<file path="src/rtl/hazard_ctrl.sv">
// hazard_ctrl: pipeline hazard controller for a 5-stage in-order core.
//
// Detects load-use hazards between ID and EX, squashes wrong-path
// instructions on a taken branch, and freezes the front of the pipeline
// while a multi-cycle mul/div runs. A mul/div that never reports done
// within MD_TIMEOUT+1 wait cycles drops the controller into a sticky error
// state that only reset clears.
//
// Ports
//   clk_i, rst_i             clock, synchronous active-high reset
//   id_rs1_i, id_rs2_i       ID-stage source registers
//   id_uses_rs1_i/rs2_i      ID instruction actually reads rs1/rs2
//   ex_mem_read_i, ex_rd_i   EX instruction is a load / its destination
//   ex_muldiv_start_i        EX instruction launches a mul/div
//   muldiv_done_i            mul/div result valid this cycle
//   ex_branch_taken_i        EX resolved a taken branch/jump
//   pc_stall_o .. id_ex_flush_o  pipeline hold / bubble / squash controls
//   state_o                  00 RUN, 01 MD_WAIT, 10 HALT_ERR
//   md_timeout_o             sticky mul/div timeout flag
//   stall_cycles_o           saturating count of cycles with pc_stall_o=1
module hazard_ctrl #(
  // Legal range 1..255; the wait counter is 8 bits wide.
  parameter int unsigned MD_TIMEOUT = 63
) (
  input  logic        clk_i,
  input  logic        rst_i,
  input  logic [4:0]  id_rs1_i,
  input  logic [4:0]  id_rs2_i,
  input  logic        id_uses_rs1_i,
  input  logic        id_uses_rs2_i,
  input  logic        ex_mem_read_i,
  input  logic [4:0]  ex_rd_i,
  input  logic        ex_muldiv_start_i,
  input  logic        muldiv_done_i,
  input  logic        ex_branch_taken_i,
  output logic        pc_stall_o,
  output logic        if_id_stall_o,
  output logic        id_ex_stall_o,
  output logic        id_ex_bubble_o,
  output logic        ex_mem_bubble_o,
  output logic        if_id_flush_o,
  output logic        id_ex_flush_o,
  output logic [1:0]  state_o,
  output logic        md_timeout_o,
  output logic [15:0] stall_cycles_o
);

  localparam logic [1:0] StRun     = 2'b00;
  localparam logic [1:0] StMdWait  = 2'b01;
  localparam logic [1:0] StHaltErr = 2'b10;

  localparam logic [7:0] TimeoutCnt = MD_TIMEOUT[7:0];

  logic [1:0]  state_q, state_d;
  logic [7:0]  wait_cnt_q, wait_cnt_d;
  logic        md_timeout_q, md_timeout_d;
  logic [15:0] stall_cnt_q, stall_cnt_d;

  logic load_use;

  // x0 never carries a real dependency, so it cannot cause a load-use stall.
  assign load_use = ex_mem_read_i && (ex_rd_i != 5'd0) &&
                    ((id_uses_rs1_i && (id_rs1_i == ex_rd_i)) ||
                     (id_uses_rs2_i && (id_rs2_i == ex_rd_i)));

  always_comb begin
    state_d         = state_q;
    wait_cnt_d      = wait_cnt_q;
    md_timeout_d    = md_timeout_q;
    pc_stall_o      = 1'b0;
    if_id_stall_o   = 1'b0;
    id_ex_stall_o   = 1'b0;
    id_ex_bubble_o  = 1'b0;
    ex_mem_bubble_o = 1'b0;
    if_id_flush_o   = 1'b0;
    id_ex_flush_o   = 1'b0;

    if (!rst_i) begin
      case (state_q)
        StRun: begin
          if (ex_branch_taken_i) begin
            // Wrong-path ID instruction is squashed, so its hazard is moot.
            if_id_flush_o = 1'b1;
            id_ex_flush_o = 1'b1;
          end else if (load_use && !ex_muldiv_start_i) begin
            pc_stall_o     = 1'b1;
            if_id_stall_o  = 1'b1;
            id_ex_bubble_o = 1'b1;
          end
          if (ex_muldiv_start_i) begin
            state_d    = StMdWait;
            wait_cnt_d = 8'd0;
          end
        end
        StMdWait: begin
          if (muldiv_done_i) begin
            state_d = StRun;
          end else begin
            pc_stall_o      = 1'b1;
            if_id_stall_o   = 1'b1;
            id_ex_stall_o   = 1'b1;
            ex_mem_bubble_o = 1'b1;
            if (wait_cnt_q == TimeoutCnt) begin
              md_timeout_d = 1'b1;
              state_d      = StHaltErr;
            end else begin
              wait_cnt_d = wait_cnt_q + 8'd1;
            end
          end
        end
        StHaltErr: begin
          pc_stall_o      = 1'b1;
          if_id_stall_o   = 1'b1;
          id_ex_stall_o   = 1'b1;
          ex_mem_bubble_o = 1'b1;
        end
        default: begin
          // Unreachable encoding: recover to RUN.
          state_d = StRun;
        end
      endcase
    end

    stall_cnt_d = stall_cnt_q;
    if (pc_stall_o && (stall_cnt_q != 16'hFFFF)) begin
      stall_cnt_d = stall_cnt_q + 16'd1;
    end
  end

  always_ff @(posedge clk_i) begin
    if (rst_i) begin
      state_q      <= StRun;
      wait_cnt_q   <= 8'd0;
      md_timeout_q <= 1'b0;
      stall_cnt_q  <= 16'd0;
    end else begin
      state_q      <= state_d;
      wait_cnt_q   <= wait_cnt_d;
      md_timeout_q <= md_timeout_d;
      stall_cnt_q  <= stall_cnt_d;
    end
  end

  assign state_o        = rst_i ? StRun : state_q;
  assign md_timeout_o   = md_timeout_q;
  assign stall_cycles_o = stall_cnt_q;

endmodule
</file>
<file path="config.mk">
export PLATFORM = sky130hd
export DESIGN_NAME = hazard_ctrl
export DESIGN_NICKNAME = d
export VERILOG_FILES = /design/src/rtl/hazard_ctrl.sv
export SDC_FILE = /design/constraint.sdc
export NUM_CORES = 1
export LEC_CHECK = 0
export ABC_AREA = 0
export CAP_MARGIN = 20
export CORE_MARGIN = 2
export CORE_UTILIZATION = 42
export DETAILED_ROUTE_END_ITERATION = 16
export PLACE_DENSITY_LB_ADDON = 0.08
export SYNTH_ARGS = -nofsm -noshare
export SYNTH_HDL_FRONTEND = slang
export SYNTH_SLANG_ARGS = --single-unit
</file>
<file path="constraint.sdc">
create_clock -name clk_i -period 2.15 [get_ports clk_i]
set_input_delay 0.3225 -clock clk_i [delete_from_list [all_inputs] [get_ports clk_i]]
set_output_delay 0.3225 -clock clk_i [all_outputs]
set_load 0.01 [all_outputs]
</file>
==> metrics.cfg <==
[outcome]
status=completed

[routing]
drtAntennaViolNets=0
remaining_drc_errors=0
wl_per_cell_um=12.7
drt-total-wl_um=4150
first_iter_violations=46
drtPass1Iterations=4
vias_per_cell=5.10
vias=1669

[setup_path]
crit_buf_inv=2
worstSetupPathType=in -> out
start_kind=input port
path_cells=dlygate4sd2_1 > or4_4 > o2111a_1 > a21boi_2 > nor2_2 > buf_2
slowest_stage=or4_4
crit_family=simple AND/OR/NAND/NOR gates
cp.arrival_ps=1770
cp-end-kind=output pin
required_ps=1830
worstPathMaxFanout=3
max_stage_delay_ps=540

[synth]
synth_top_cell_area_share_pct=32.6
yosysTopAreaCell=dfxtp_1
synth-warning-count=0
synth_area_leaders=dfxtp_1 (33%), xnor2_1 (6.9%), nor2_1 (4.8%), ha_1 (4.5%), and3_1 (3.8%)
syn-instance-count=196
ys_seq_area_share_pct=32.6
synth_edf_count=0
post_synth.cell_area_avg_sq_um=8.46
yosys-top-cells-count=dfxtp_1 (27), nor2_1 (21), nand2_1 (13), xnor2_1 (13)
synth.most_common_cell=dfxtp_1
synth.ff_latch_count=27
syn_nets=225
synth_ff_type=dfxtp_1
syn_area_sq_um=1660
synth_cell_type_count=52
async_flop_share_pct=0

[clock_network]
clkTransAtPathRegs_ps=90
root_buffer=clkbuf_8
clk_latency_ps=280
cts_made_buffers=3
ctsHoldBuffers=0
cts_sinks=27
htreeDepth=1
cts_tree=done
cts_max_path_buffers=2

[floorplan]
die_y_um=66.8
die_x_um=66.8
die_area_sq_um=4470
start_util_pct=44.6
core_area_sq_um=3720
fp-row-count=22
ios=49

[place]
io_buffers=48
placed_cell_area_sq_um=2410
globalplace.congestion=0.774
pre_cts_slack_ps=-465
dpl.hpwl_um=3120

[timing]
worst_slew_pin_slew_ps=468
hold_viol=0
min_period_ps=2090
whs_ps=489
period_share_pct=97.3
slew_violations=0
fin_skew_ps=1.55
setup_viol=0
max-slew-margin-rel_pct=68.4
worst_slack_ps=57.3
clock.fmax_ghz=0.478

[global_route]
antenna_found_initial=0
grt_pass1_wl_um=6810
grt_pass1_vias=1524
grt_max_degree=15
grt_use_total_pct=19.7
grt-ovfl-total=0

[layout]
nNetsFinal=309
final_cell_area_sq_um=2510
utilization_pct=67.5
diodes=0
regArea_sq_um=542
multi_input_area_sq_um=1060
syn2layout_area_growth_pct=51.2
drive_gt1_share_pct=23.3
fill_cells=340

[hold_path]
hp-class=reg -> reg

[power]
finalPower_uw=1390
p_leak_uw=0.00107
p_int_uw=949
p_switching_uw=437
ir_worst_vdd_uv=429
switching_share_pct=31.5
p_seq_share_pct=38.2
power.density_nw_per_um2=553
power_frac_comb_pct=40.1
p_clk_share_pct=21.6

[flow_run]
drv_cap=0

[kinds of logic after synthesis]
| logic type | Yosys count | share of synthesized area, % |
|---|---|---|
| buffers and inverters | 17 | 5.66 |
| adder cells (fa/ha/maj) | 6 | 4.53 |
| AO/OA/AOI/OAI | 36 | 16.6 |
| XOR/XNOR | 19 | 10.0 |
| flip-flops | 27 | 32.6 |
| multiplexers | 3 | 1.81 |
| AND/OR/NAND/NOR | 88 | 28.8 |
[through the flow]
step           instances  setup TNS, ps
5_1_grt              327          -10.2
3_3_place_gp         320          -4000
4_1_cts              324              0
2_1_floorplan        196              0
6_report             327              0
3_5_place_dp         320          -4180
[layout by cell type (no fill, tap or decap), types with 4 or more instances in the layout]
master,count
a21oi_1,10
and3_1,10
buf_4,38
clkdlybuf4s50_1,34
dfxtp_1,26
dlygate4sd2_1,7
dlymetal6s2s_1,4
ha_1,5
inv_1,8
nand2_1,13
nand3_1,9
nand4_1,8
nor2_1,18
o21ai_0,4
or3_1,4
xnor2_1,13
xor2_1,6
[repair_timing]
action,4_1_cts,5_1_grt
setup endpoints to repair,6,17
gates resized for setup,23,13
setup buffers,0,3
gates cloned,0,0
pin swaps,5,8
[routing by layer]
metal / GRT usage (%) / wire length, um / vias to the layer above
met2: 33.4 / 1900 / 35
li1: - / - / 877
met5: 0 / 0 / -
met1: 25.4 / 2040 / 753
met3: 4.05 / 183 / 4
met4: 4.59 / 29 / 0
[worst paths after layout]
check,start,endpoint,slack (ps),cells past startpoint
worst min-delay path,stall_cycles_o[9]$_SDFFE_PP0P_,stall_cycles_o[9]$_SDFFE_PP0P_,490,2
worst max register to register,state_q[0]$_SDFFE_PP0P_,stall_cycles_o[9]$_SDFFE_PP0P_,120,8
worst max-delay path,ex_rd_i[3],if_id_stall_o,60,6
worst min register to register,stall_cycles_o[9]$_SDFFE_PP0P_,stall_cycles_o[9]$_SDFFE_PP0P_,490,2
[power by group through the flow]
stage	registers, uW	logic, uW	clock network, uW
floorplan	541	275	0
global placement	539	532	0
detailed placement	540	533	0
CTS	528	529	310
global route	533	614	323
finish	530	557	300
[area by class of cell]
cell class / instances / area share [%]
Clock buffer: 4 / 1.80
Inverter: 9 / 1.35
Multi-Input combinational cell: 152 / 42.4
Sequential cell: 27 / 21.6
Tap cell: 48 / 2.40
Timing Repair Buffer: 87 / 30.4
[flip-flops by register name, summed over array words and instances, names as in the netlist]
signal,cells
stall_cycles_o,16
wait_cnt_q,8
state_q,2
md_timeout_o,1
[worst min-delay path, cell delays in order, from the launching register on]
cell	delay (ps)
dfxtp_1	330
inv_1	60
a211oi_2	50
No activity file was read; power rests on OpenSTA's default activity.
